File: src/rtl/dmem_port_arbiter.sv
// dmem_port_arbiter
// Shares one single-port 64-bit data array between the memory stage (port 0,
// read/write) and instruction fetch (port 1, read-only). Round-robin on
// contested cycles, one grant per cycle, one registered response per grant.
// Out-of-range word addresses are granted but never reach the array; their
// response carries err = 1 and zero data.

module dmem_port_arbiter #(
    parameter int DEPTH = 8192,
    parameter int AW    = 13
) (
    input  logic          clk,
    input  logic          rst,

    input  logic          p0_req,
    input  logic          p0_we,
    input  logic [63:0]   p0_addr,
    input  logic [63:0]   p0_wdata,
    output logic          p0_gnt,
    output logic          p0_rvalid,
    output logic [63:0]   p0_rdata,
    output logic          p0_err,

    input  logic          p1_req,
    input  logic [63:0]   p1_addr,
    output logic          p1_gnt,
    output logic          p1_rvalid,
    output logic [63:0]   p1_rdata,
    output logic          p1_err,

    output logic          mem_en,
    output logic          mem_we,
    output logic [AW-1:0] mem_addr,
    output logic [63:0]   mem_wdata,
    input  logic [63:0]   mem_rdata
);

    localparam logic [63:0] DEPTH_W = 64'(DEPTH);

    // last_gnt: port that won the most recent contested cycle (1 after reset,
    // so port 0 wins the first contest).
    logic last_gnt;
    logic resp_valid;
    logic resp_port;
    logic resp_err;
    logic resp_is_read;

    logic p0_oor;
    logic p1_oor;
    logic gnt_err;
    logic gnt_read;

    // Full 64-bit range check; high address bits must not alias into the array.
    assign p0_oor = (p0_addr >= DEPTH_W);
    assign p1_oor = (p1_addr >= DEPTH_W);

    // Grant selection: lone requester wins, contest goes to the port that lost last time.
    always_comb begin
        p0_gnt = 1'b0;
        p1_gnt = 1'b0;
        if (!rst) begin
            if (p0_req && p1_req) begin
                if (last_gnt) begin
                    p0_gnt = 1'b1;
                end else begin
                    p1_gnt = 1'b1;
                end
            end else begin
                p0_gnt = p0_req;
                p1_gnt = p1_req;
            end
        end
    end

    // Array drive for the granted port; out-of-range grants leave en/we low.
    always_comb begin
        mem_en    = 1'b0;
        mem_we    = 1'b0;
        mem_addr  = '0;
        mem_wdata = '0;
        if (p0_gnt) begin
            mem_en    = !p0_oor;
            mem_we    = p0_we && !p0_oor;
            mem_addr  = p0_addr[AW-1:0];
            mem_wdata = p0_wdata;
        end else if (p1_gnt) begin
            mem_en    = !p1_oor;
            mem_addr  = p1_addr[AW-1:0];
        end
    end

    assign gnt_err  = (p0_gnt && p0_oor) || (p1_gnt && p1_oor);
    assign gnt_read = p1_gnt || (p0_gnt && !p0_we);

    // Round-robin pointer and the one-deep response register.
    always_ff @(posedge clk) begin
        if (rst) begin
            last_gnt     <= 1'b1;
            resp_valid   <= 1'b0;
            resp_port    <= 1'b0;
            resp_err     <= 1'b0;
            resp_is_read <= 1'b0;
        end else begin
            if (p0_req && p1_req) begin
                last_gnt <= p1_gnt;
            end
            resp_valid   <= p0_gnt || p1_gnt;
            resp_port    <= p1_gnt;
            resp_err     <= gnt_err;
            resp_is_read <= gnt_read && !gnt_err;
        end
    end

    // A response still held in the register while reset is asserted is dropped.
    assign p0_rvalid = resp_valid && !resp_port && !rst;
    assign p1_rvalid = resp_valid &&  resp_port && !rst;
    assign p0_err    = p0_rvalid && resp_err;
    assign p1_err    = p1_rvalid && resp_err;
    assign p0_rdata  = (p0_rvalid && resp_is_read) ? mem_rdata : 64'd0;
    assign p1_rdata  = (p1_rvalid && resp_is_read) ? mem_rdata : 64'd0;

endmodule

File: config.mk
export PLATFORM = sky130hd
export DESIGN_NAME = dmem_port_arbiter
export DESIGN_NICKNAME = d
export VERILOG_FILES = /design/src/rtl/dmem_port_arbiter.sv
export SDC_FILE = /design/constraint.sdc
export NUM_CORES = 1
export LEC_CHECK = 0
export ABC_AREA = 0
export CAP_MARGIN = 15
export CORE_AREA = 3 3 182 184
export CTS_BUF_LIST = sky130_fd_sc_hd__clkbuf_8 sky130_fd_sc_hd__clkbuf_16
export DETAILED_ROUTE_END_ITERATION = 7
export DIE_AREA = 0 0 185 187
export PLACE_DENSITY_LB_ADDON = 0.05
export SYNTH_ARGS = -nofsm -noshare
export SYNTH_HDL_FRONTEND = slang
export SYNTH_SLANG_ARGS = --single-unit
export TNS_END_PERCENT = 50
File: constraint.sdc
create_clock -name clk -period 1.8 [get_ports clk]
set_input_delay 0.36 -clock clk [delete_from_list [all_inputs] [get_ports clk]]
set_output_delay 0.36 -clock clk [all_outputs]
set_load 0.1 [all_outputs]
==> metrics.md, run 1 <==
| Metric | Value |
|---|---|
| Crit Path Class | `reg2out` |
| Syn_area_per_cell | `6.336 um2` |
| Clock tree sinks | `5` |
| Reg2reg setup slack | `0.04 ns` |
| First-pass GRT wire length | `35620 um` |
| WP data required | `1.44 ns` |
| Reg2reg start | `last_gnt` |
| First-pass DRT Iterations | `4` |
| Final Critical Period | `2.034 ns` |
| Worst EP arrival | `1.67 ns` |
| FF+latch count, synth | `5` |
| Seq/Total Area, Yosys | `5.079%` |
| Critical Path, Cell by Cell | `nor2b_4, nor3b_4, buf_6, buf_12, buf_12, buf_6, a22o_4, buf_12` |
| Post-Syn Area | `1971 um2` |
| Vias per inst | `3.743` |
| Area share of the largest cell type after synthesis | `40.95%` |
| Max-cap violation count | `0` |
| Main combinational cell family by area after synthesis | `simple AND/OR/NAND/NOR gates` |
| Share of cells above drive strength 1 | `69.78%` |
| H-tree levels | `1` |
| Nets | `1109` |
| Die W | `185 um` |
| Pwr/cell area | `236.6 nW/um2` |
| RSZ-0062 raised after global routing | `yes` |
| Clk slew on worst S/H paths | `0.03 ns` |
| Final GP Congestion | `0.7746` |
| Final worst-path cycle share | `113.0%` |
| Slew margin rel. | `83.72%` |
| Initial core utilization | `6.245%` |
| PortBufs | `473` |
| Post-synthesis xor/xnor area fraction | `0%` |
| Stages on the worst setup path | `8` |
| CORE AREA | `31560 um2` |
| Yosys warnings | `0` |
| Library cells used by synthesis | `26` |
| DRT antenna net count | `0` |
| WL per Instance | `20.45 um` |
| DR iter-0 viols | `76` |
| Leak | `0.004901 uW` |
| Setup TNS | `-19.64 ns` |
| Worst Setup SP | `last_gnt` |
| Largest net degree at the start of global routing | `88` |
| FP Rows | `65` |
| Area Growth Syn to Fin | `495.5%` |
| Synth top area cells | `and3_1 41%, and2_1 21%, nor4_1 7.9%` |
| Fin util | `37.19%` |
| Max Clock Skew | `0.001595 ns` |
| I/O Pins | `474` |
| Antenna violations before repair | `2` |
| Clock Latency Late Sink | `0.22 ns` |
| Gate Count Post-Synth | `311` |
| Top-count cell post-synth | `and3_1` |
| Overflow after GRT | `0` |
| VDD IR max | `0.2566 mV` |
| Synthesized Nets | `572` |
| Slew Limit Fails | `0` |
| Routed Wire Length | `25550 um` |
| Crit path launch type | `register` |
| Root buf cell | `clkbuf_16` |
| Die area | `34600 um2` |
| Clock buffer count from CTS | `3` |
| Fmax | `0.4916 GHz` |
| Vias | `4675` |
| FFs w/ async S/R, synth | `0%` |
| Synth Area in Compound Gates | `7.556%` |
| Clock Path Buffers | `2` |
| Crit path largest cell delay | `0.35 ns` |
| Final Worst Setup Slack | `-0.2341 ns` |
| Post-route DRC | `0` |
| Failing checks | `negative setup slack` |
| Worst path top cell family by delay | `buffers and inverters` |
| R2R depth | `11` |
| Final Setup Violations | `202` |
| Total track usage | `13.66%` |
| Hold crit path type | `in2reg` |
| Final hold vios | `0` |
| Crit path to | `mem_addr[5]` |
| Die Y | `187 um` |
| Post-synth EDFFs | `0` |
| Leading area contributor after synthesis | `and3_1` |
| Slowest CP cell | `dfxtp_4` |
| Setup WS pre-CTS | `-0.5761 ns` |
| Status | `finished with violations` |
| FF-to-FF End | `resp_is_read` |
| Main synth FF type | `dfxtp_1` |
| Post-Synth Simple-Gate Area | `77.90%` |
| Worst-path fanout max | `6` |
| Worst path bufs/invs | `5` |
| CP most frequent cell | `buf_12` |
| Tightest Pin Transition | `0.2421 ns` |
| Post-synthesis adder-cell area fraction | `0%` |
| Setup crit end kind | `output port` |
| # diodes | `0` |
| Commonest cells in the netlist | `129 x and3_1, 66 x and2_1, 25 x nor4_1` |
| Vias in the first global route | `5312` |
| Post-DP HPWL | `19920 um` |
| Cts hold-fix bufs | `0` |
| Post-synthesis mux area share | `0%` |
| CTS tree | `done` |
[placed cells by master (no fill, tap or decap), drive strengths merged, types with 5 or more instances in the layout]
cell	n
a22o	13
and2	66
and3	129
buf	310
clkbuf	30
clkdlybuf4s15	27
clkdlybuf4s50	157
dfxtp	5
dlygate4sd2	25
dlymetal6s2s	23
nand2	7
nor2	5
nor4	25
[timing repair]
| action | 4_1_cts | 5_1_grt |
|---|---|---|
| gates cloned | 15 | 3 |
| endpoints found under the setup margin | 216 | 215 |
| pin swaps | 77 | 65 |
| resized for setup | 263 | 159 |
| endpoints found under the hold margin | 0 | 0 |
| setup buffers | 51 | 14 |
[sequential cells by signal, summed over array words and instances, names as in the netlist]
| register | flops |
|---|---|
| resp_err | 1 |
| resp_valid | 1 |
| resp_port | 1 |
| last_gnt | 1 |
| resp_is_read | 1 |
[final cells by class]
class	count	area (um2)
Inverter	3	11.26
Fill cell	3057	19820
Clock inverter	1	3.754
Clock buffer	3	75.07
Multi-Input combinational cell	266	2834
Timing Repair Buffer	569	8200
Sequential cell	5	107.6
Tap cell	402	503.0
[through the flow]
step / std cells / area, um2 / total power (uW) / hold WS, ns
floorplan: 311 / 2336 / 1057 / 0.4668
global placement: 1183 / 9943 / 2230 / 0.5454
detailed placement: 1183 / 9943 / 2239 / 0.5614
CTS: 1251 / 11520 / 2782 / 0.4143
global route: 1249 / 11740 / 2898 / 0.4334
finish: 1249 / 11740 / 2776 / 0.4118
[cell families after synthesis]
| logic type | count (synthesis) |
|---|---|
| AO/OA/AOI/OAI | 18 |
| flip-flops | 5 |
| AND/OR/NAND/NOR | 248 |
| buffers and inverters | 40 |
[worst min-delay path by stage]
stage	startpoint	cells after the start	slack (ns)	to
after floorplan	rst	1	0.47	last_gnt
after global placement	last_gnt	2	0.55	last_gnt
after detailed placement	last_gnt	2	0.56	last_gnt
after CTS	rst	2	0.41	last_gnt
after global routing	rst	2	0.43	last_gnt
final	rst	2	0.41	last_gnt
[power breakdown]
part / internal (uW) / switching [uW]
Clock: 287 / 66.8
Sequential: 120 / 8.23
Combinational: 1140 / 1160
[metal layers]
| layer | GRT usage, % | wire [um] | vias up |
|---|---|---|---|
| met5 | 0 | 12 | - |
| met4 | 0.6926 | 65 | 2 |
| met3 | 6.690 | 3208 | 6 |
| met2 | 28.49 | 14690 | 270 |
| met1 | 11.95 | 7566 | 2185 |
| li1 | - | - | 2212 |
No activity file was read; power rests on OpenSTA's default activity.
==> run 2: changes to the inputs <==
--- a/config.mk
+++ b/config.mk
@@ -7,10 +7,11 @@
 export LEC_CHECK = 0
 export ABC_AREA = 0
 export CAP_MARGIN = 15
-export CORE_AREA = 3 3 182 184
+export CORE_AREA = 3 3 181 183
 export CTS_BUF_LIST = sky130_fd_sc_hd__clkbuf_8 sky130_fd_sc_hd__clkbuf_16
 export DETAILED_ROUTE_END_ITERATION = 7
-export DIE_AREA = 0 0 185 187
+export DIE_AREA = 0 0 184 186
+export DONT_BUFFER_PORTS = 1
 export PLACE_DENSITY_LB_ADDON = 0.05
 export SYNTH_ARGS = -nofsm -noshare
 export SYNTH_HDL_FRONTEND = slang
==> metrics.md, run 2 (synthesis results as in run 1) <==
| Metric | Value |
|---|---|
| Status | `finished with violations` |
| Failing checks | `negative setup slack` |
| Clock Latency Late Sink | `0.23 ns (about the same)` |
| Worst-path fanout max | `14 (+8)` |
| I/O Pins | `474 (unchanged)` |
| Area Growth Syn to Fin | `259.6%` |
| Final Critical Period | `1.949 ns (-0.08469 ns)` |
| Final worst-path cycle share | `108.3% (-4.7 points)` |
| Setup WS pre-CTS | `-0.1413 ns (+0.4348 ns)` |
| First-pass GRT wire length | `25050 um (-30%)` |
| Hold crit path type | `in2reg` |
| Nets | `743 (-33%)` |
| FP Rows | `65 (unchanged)` |
| Slew margin rel. | `78.82% (-4.9 points)` |
| Routed Wire Length | `20170 um (-21%)` |
| Layer with the highest usage | `met2` |
| Die area | `34220 um2 (-1.1%)` |
| Leak | `0.002872 uW (-41%)` |
| Fill cells | `3362 (+10%)` |
| Vias per inst | `3.699 (-1.2%)` |
| Cts hold-fix bufs | `0 (unchanged)` |
| Met3 usage | `4.143% (-2.5 points)` |
| H-tree levels | `1 (unchanged)` |
| Non-Filler Instances | `886 (-29%)` |
| Clk slew on worst S/H paths | `0.04 ns (about the same)` |
| Post-DP HPWL | `16680 um (-16%)` |
| Final hold vios | `0 (unchanged)` |
| Final GP Congestion | `0.7539 (-2.7%)` |
| RSZ-0062 raised after global routing | `yes` |
| Max Clock Skew | `0.003730 ns (+0.002135 ns)` |
| DRT antenna net count | `0 (unchanged)` |
| Clock Path Buffers | `2 (unchanged)` |
| Worst EP arrival | `1.59 ns (-0.08 ns)` |
| Vias in the first global route | `3391 (-36%)` |
| Clock buffer count from CTS | `3 (unchanged)` |
| VDD IR max | `0.2388 mV (-6.9%)` |
| Pwr/cell area | `268.4 nW/um2 (+13%)` |
| Antenna violations before repair | `3 (+1)` |
| DR iter-0 viols | `92 (+21%)` |
| Crit path launch type | `register` |
| Crit Path Class | `reg2out` |
| PortBufs | `0 (-100%)` |
| First-pass DRT Iterations | `4 (unchanged)` |
| Commonest non-fill, non-tap cells in the layout | `183 x buf_12, 77 x and3_4, 65 x and2_4, 52 x and3_1, 25 x nor4_1` |
| Final Power | `1902 uW (-31%)` |
| CORE AREA | `31390 um2 (-0.52%)` |
| Vias | `3277 (-30%)` |
| Slew Limit Fails | `0 (unchanged)` |
| Setup crit end kind | `output port` |
| CTS tree | `done` |
| Die W | `184 um (-0.54%)` |
| Met1 Use GR | `9.636% (-2.3 points)` |
| WL per Instance | `22.77 um (+11%)` |
| Share of cells above drive strength 1 | `78.17% (+8.4 points)` |
| # placed instances | `866 (-27%)` |
| Total track usage | `9.921% (-3.7 points)` |
| Fmax | `0.5130 GHz (+4.3%)` |
| Hold slack | `0.2458 ns (-0.1660 ns)` |
| Commonest non-fill, non-tap cell in the layout | `buf_12` |
| Initial core utilization | `6.277% (+0.032 points)` |
| Root buf cell | `clkbuf_16` |
| Tightest Pin Transition | `0.3147 ns (+0.07263 ns)` |
| Setup TNS | `-12.38 ns (+7.263 ns)` |
| Max-cap violation count | `0 (unchanged)` |
| Overflow after GRT | `0 (unchanged)` |
| GRT met2 Usage | `19.65% (-8.8 points)` |
| Largest net degree at the start of global routing | `67 (-24%)` |
| WP data required | `1.44 ns (about the same)` |
| Final Worst Setup Slack | `-0.1494 ns (+0.08469 ns)` |
| Clock tree sinks | `5 (unchanged)` |
| Final Setup Violations | `179 (-11%)` |
| Die Y | `186 um (-0.53%)` |
| Post-route DRC | `0 (unchanged)` |
[run 2: final timing paths]
check	from	endpoint	slack (ns)	depth (start not counted)
worst max-delay path	last_gnt	mem_wdata[63]	-0.15	5
worst min-delay path	rst	last_gnt	0.25	1
worst max register to register	last_gnt	resp_err	0.25	7
worst min register to register	last_gnt	last_gnt	0.55	2
[run 2: metrics by stage]
stage / utilization [%] / area (um2)
2_1_floorplan: - / 2336
3_3_place_gp: 20.35 / 6390
3_5_place_dp: 20.35 / 6390
4_1_cts: 21.22 / 6660
5_1_grt: 22.57 / 7084
6_report: 22.57 / 7087
[run 2: critical path: stages, from the launching register on]
cell and delay, ns:
dfxtp_4 0.36, nor2b_4 0.04, nor3b_4 0.22, buf_12 0.19
clkbuf_16 0.19, and2_4 0.34
[run 2: area by class of cell]
| type | count | area (um2) | area share (%) |
|---|---|---|---|
| repair buffers | 203 | 3986 | 56.25 |
| clock buffers | 3 | 75.07 | 1.059 |
| clock inverters | 1 | 5.005 | 0.07062 |
| diodes | 3 | 7.507 | 0.1059 |
| well taps | 402 | 503.0 | 7.097 |
| multi-input cells | 266 | 2390 | 33.72 |
| inverters | 3 | 11.26 | 0.1589 |
| flip-flops and latches | 5 | 108.9 | 1.536 |
[run 2: where the power goes]
part | internal, uW | total (uW) | switching, uW
logic | 469 | 1410 | 940
clock network | 290 | 364 | 74.1
registers | 118 | 129 | 11.0
total | 878 | 1900 | 1020
[run 2: what timing repair did]
action	in CTS	in global routing
buffers inserted	3	4
resized for setup	26	99
setup endpoints to repair	207	210
gates cloned	3	5
pin swaps	20	44
[run 2: per-layer routing]
layer,share of wire [%],vias up
li1,-,1470
met2,54,286
met5,0,-
met3,12,20
met4,2.6,0
met1,31,1501
==> run 3: changes to the inputs <==
--- a/config.mk
+++ b/config.mk
@@ -7,10 +7,11 @@
 export LEC_CHECK = 0
 export ABC_AREA = 0
 export CAP_MARGIN = 15
-export CORE_AREA = 3 3 181 183
+export CORE_AREA = 3 3 185 187
 export CTS_BUF_LIST = sky130_fd_sc_hd__clkbuf_8 sky130_fd_sc_hd__clkbuf_16
+export CTS_CLUSTER_SIZE = 24
 export DETAILED_ROUTE_END_ITERATION = 7
-export DIE_AREA = 0 0 184 186
+export DIE_AREA = 0 0 188 190
 export DONT_BUFFER_PORTS = 1
 export PLACE_DENSITY_LB_ADDON = 0.05
 export SYNTH_ARGS = -nofsm -noshare
==> metrics.md, run 3 (synthesis results as in run 1) <==
| Metric | Value |
|---|---|
| Commonest non-fill, non-tap cell in the layout | `buf_12` |
| Comb pwr share | `75.3% (+1.2 points)` |
| Non-Filler Instances | `951 (+7.3%)` |
| Clock Latency Late Sink | `0.23 ns (about the same)` |
| CP most frequent cell | `clkbuf_16` |
| Pwr/cell area | `252.8 nW/um2 (-5.8%)` |
| Crit path launch type | `register` |
| Pint | `930.8 uW (+6.1%)` |
| Max Clock Skew | `0.002592 ns (-0.001138 ns)` |
| Crit Path Class | `reg2out` |
| Die W | `188 um (+2.2%)` |
| WL per Instance | `22.82 um (+0.23%)` |
| Tightest Pin Transition | `0.3065 ns (-0.008262 ns)` |
| Area Growth Syn to Fin | `295.7%` |
| Max-cap violation count | `0 (unchanged)` |
| First-pass DRT Iterations | `4 (unchanged)` |
| Setup WS pre-CTS | `-0.1354 ns (+0.005983 ns)` |
| Clk slew on worst S/H paths | `0.03 ns (about the same)` |
| PortBufs | `0 (unchanged)` |
| Net Sw Frac | `52.78% (-1.1 points)` |
| DR iter-0 viols | `83 (-9.8%)` |
| Final Setup Violations | `193 (+7.8%)` |
| DRT antenna net count | `0 (unchanged)` |
| Final Power | `1971 uW (+3.6%)` |
| First-pass GRT wire length | `28700 um (+15%)` |
| Clock tree sinks | `5 (unchanged)` |
| Footprint of the multi-input gates | `2643 um2 (+11%)` |
| Final Worst Setup Slack | `-0.1432 ns (+0.006202 ns)` |
| Share of cells above drive strength 1 | `89.94% (+12 points)` |
| Vias | `3444 (+5.1%)` |
| Hold crit path type | `in2reg` |
| Reg2reg setup slack | `0.19 ns (-0.06 ns)` |
| WP data required | `1.44 ns (about the same)` |
| Final worst-path cycle share | `108.0% (-0.34 points)` |
| Post-DP HPWL | `17060 um (+2.3%)` |
| Final hold vios | `0 (unchanged)` |
| Status | `finished with violations` |
| VDD IR max | `0.2335 mV (-2.2%)` |
| Reg2reg start | `last_gnt` |
| Slew margin rel. | `79.67% (+0.84 points)` |
| Worst Setup SP | `last_gnt` |
| Worst EP arrival | `1.58 ns (about the same)` |
| Slowest CP cell | `dfxtp_2` |
| Critical Path, Cell by Cell | `nor2b_2, nor3b_4, buf_6, clkbuf_16, clkbuf_16, and2_4` |
| Register area | `107.6 um2 (-1.1%)` |
| Root buf cell | `clkbuf_16` |
| Clock Path Buffers | `2 (unchanged)` |
| I/O Pins | `474 (unchanged)` |
| Initial core utilization | `6.041% (-0.24 points)` |
| Clock buffer count from CTS | `3 (unchanged)` |
| Final GP Congestion | `0.7955 (+5.5%)` |
| Flop pwr share | `6.5% (-0.3 points)` |
| FF-to-FF End | `resp_err` |
| Slew Limit Fails | `0 (unchanged)` |
| # placed instances | `910 (+5.1%)` |
| Routed Wire Length | `21700 um (+7.6%)` |
| Vias in the first global route | `3721 (+9.7%)` |
| H-tree levels | `1 (unchanged)` |
| Setup crit end kind | `output port` |
| CORE AREA | `32620 um2 (+3.9%)` |
| Final Critical Period | `1.943 ns (-0.006202 ns)` |
| Clk pwr share | `18.3% (-0.9 points)` |
| Failing checks | `negative setup slack` |
| Total track usage | `10.87% (+0.95 points)` |
| Die Y | `190 um (+2.2%)` |
| Worst-path fanout max | `7 (-7)` |
| Leak | `0.002960 uW (+3.0%)` |
| Commonest non-fill, non-tap cells in the layout | `187 x buf_12, 128 x and3_4, 64 x and2_4, 24 x nor4_1` |
| Fill cells | `3464 (+3.0%)` |
| Fmax | `0.5146 GHz (+0.32%)` |
| R2R depth | `9 (+2)` |
| Overflow after GRT | `0 (unchanged)` |
| Vias per inst | `3.621 (-2.1%)` |
| Die area | `35720 um2 (+4.4%)` |
| Crit path largest cell delay | `0.33 ns (-0.03 ns)` |
| Nets | `769 (+3.5%)` |
| RSZ-0062 raised after global routing | `yes` |
| CTS tree | `done` |
| FP Rows | `66 (+1.5%)` |
| Crit path to | `mem_wdata[39]` |
| Switching pwr | `1040 uW (+1.5%)` |
| Largest net degree at the start of global routing | `44 (-34%)` |
| Antenna violations before repair | `2 (-1)` |
| Post-route DRC | `0 (unchanged)` |
## run 3: cell types whose count changed in the layout (fill, tap and decap cells not counted), sizes merged
cell / change
buf: +25
clkbuf: +1
diode: -1
## run 3: timing repair
| action | in CTS | in global routing |
|---|---|---|
| hold buffers | 0 | 0 |
| buffers inserted | 17 | 4 |
| setup endpoints to repair | 207 | 213 |
| resized for setup | 123 | 68 |
| pin swaps | 105 | 50 |
| gates cloned | 9 | 7 |
## run 3: power groups by stage
stage | logic [uW] | clock network (uW) | registers [uW]
after floorplan | 934 | 0 | 124
after global placement | 1300 | 0 | 130
after detailed placement | 1290 | 0 | 130
after CTS | 1420 | 368 | 128
after global routing | 1530 | 379 | 130
final | 1480 | 360 | 128
## run 3: layer usage
| layer | GRT usage (%) | vias up | wire (um) |
|---|---|---|---|
| met5 | 0 | - | 0 |
| met4 | 0.7215 | 0 | 38 |
| li1 | - | 1536 | - |
| met3 | 5.049 | 4 | 2580 |
| met2 | 21.76 | 278 | 12250 |
| met1 | 10.54 | 1626 | 6834 |
## run 3: critical path: cells and delay by family (launching register included)
family                 cells  cell delay, ns
AND/OR/NAND/NOR            3            0.56
flip-flops                 1            0.33
buffers and inverters      3            0.45
## run 3: layout make-up
cell class | count | area share, %
repair buffers | 229 | 56.40
well taps | 442 | 7.092
diodes | 2 | 0.06418
clock inverters | 1 | 0.06418
clock buffers | 3 | 0.9628
inverters | 3 | 0.1444
multi-input cells | 266 | 33.89
flip-flops and latches | 5 | 1.380
## run 3: how the worst min path moves through the flow
stage          from        to  slack [ns]  cells after the start
2_1_floorplan   rst  last_gnt        0.47                      1
3_3_place_gp    rst  last_gnt        0.48                      1
3_5_place_dp    rst  last_gnt        0.49                      1
4_1_cts         rst  last_gnt        0.25                      1
5_1_grt         rst  last_gnt        0.26                      1
6_report        rst  last_gnt        0.26                      1
## run 3: through the flow
stage / util (%) / TNS, ns / instance area (um2) / hold WS [ns]
after floorplan: - / -31.03 / 2336 / 0.4668
after global placement: 19.74 / -0.2418 / 6437 / 0.4777
after detailed placement: 19.74 / -0.2742 / 6437 / 0.4945
after CTS: 22.81 / -21.33 / 7440 / 0.2532
after global routing: 23.90 / -29.65 / 7797 / 0.2596
final: 23.90 / -14.89 / 7797 / 0.2612
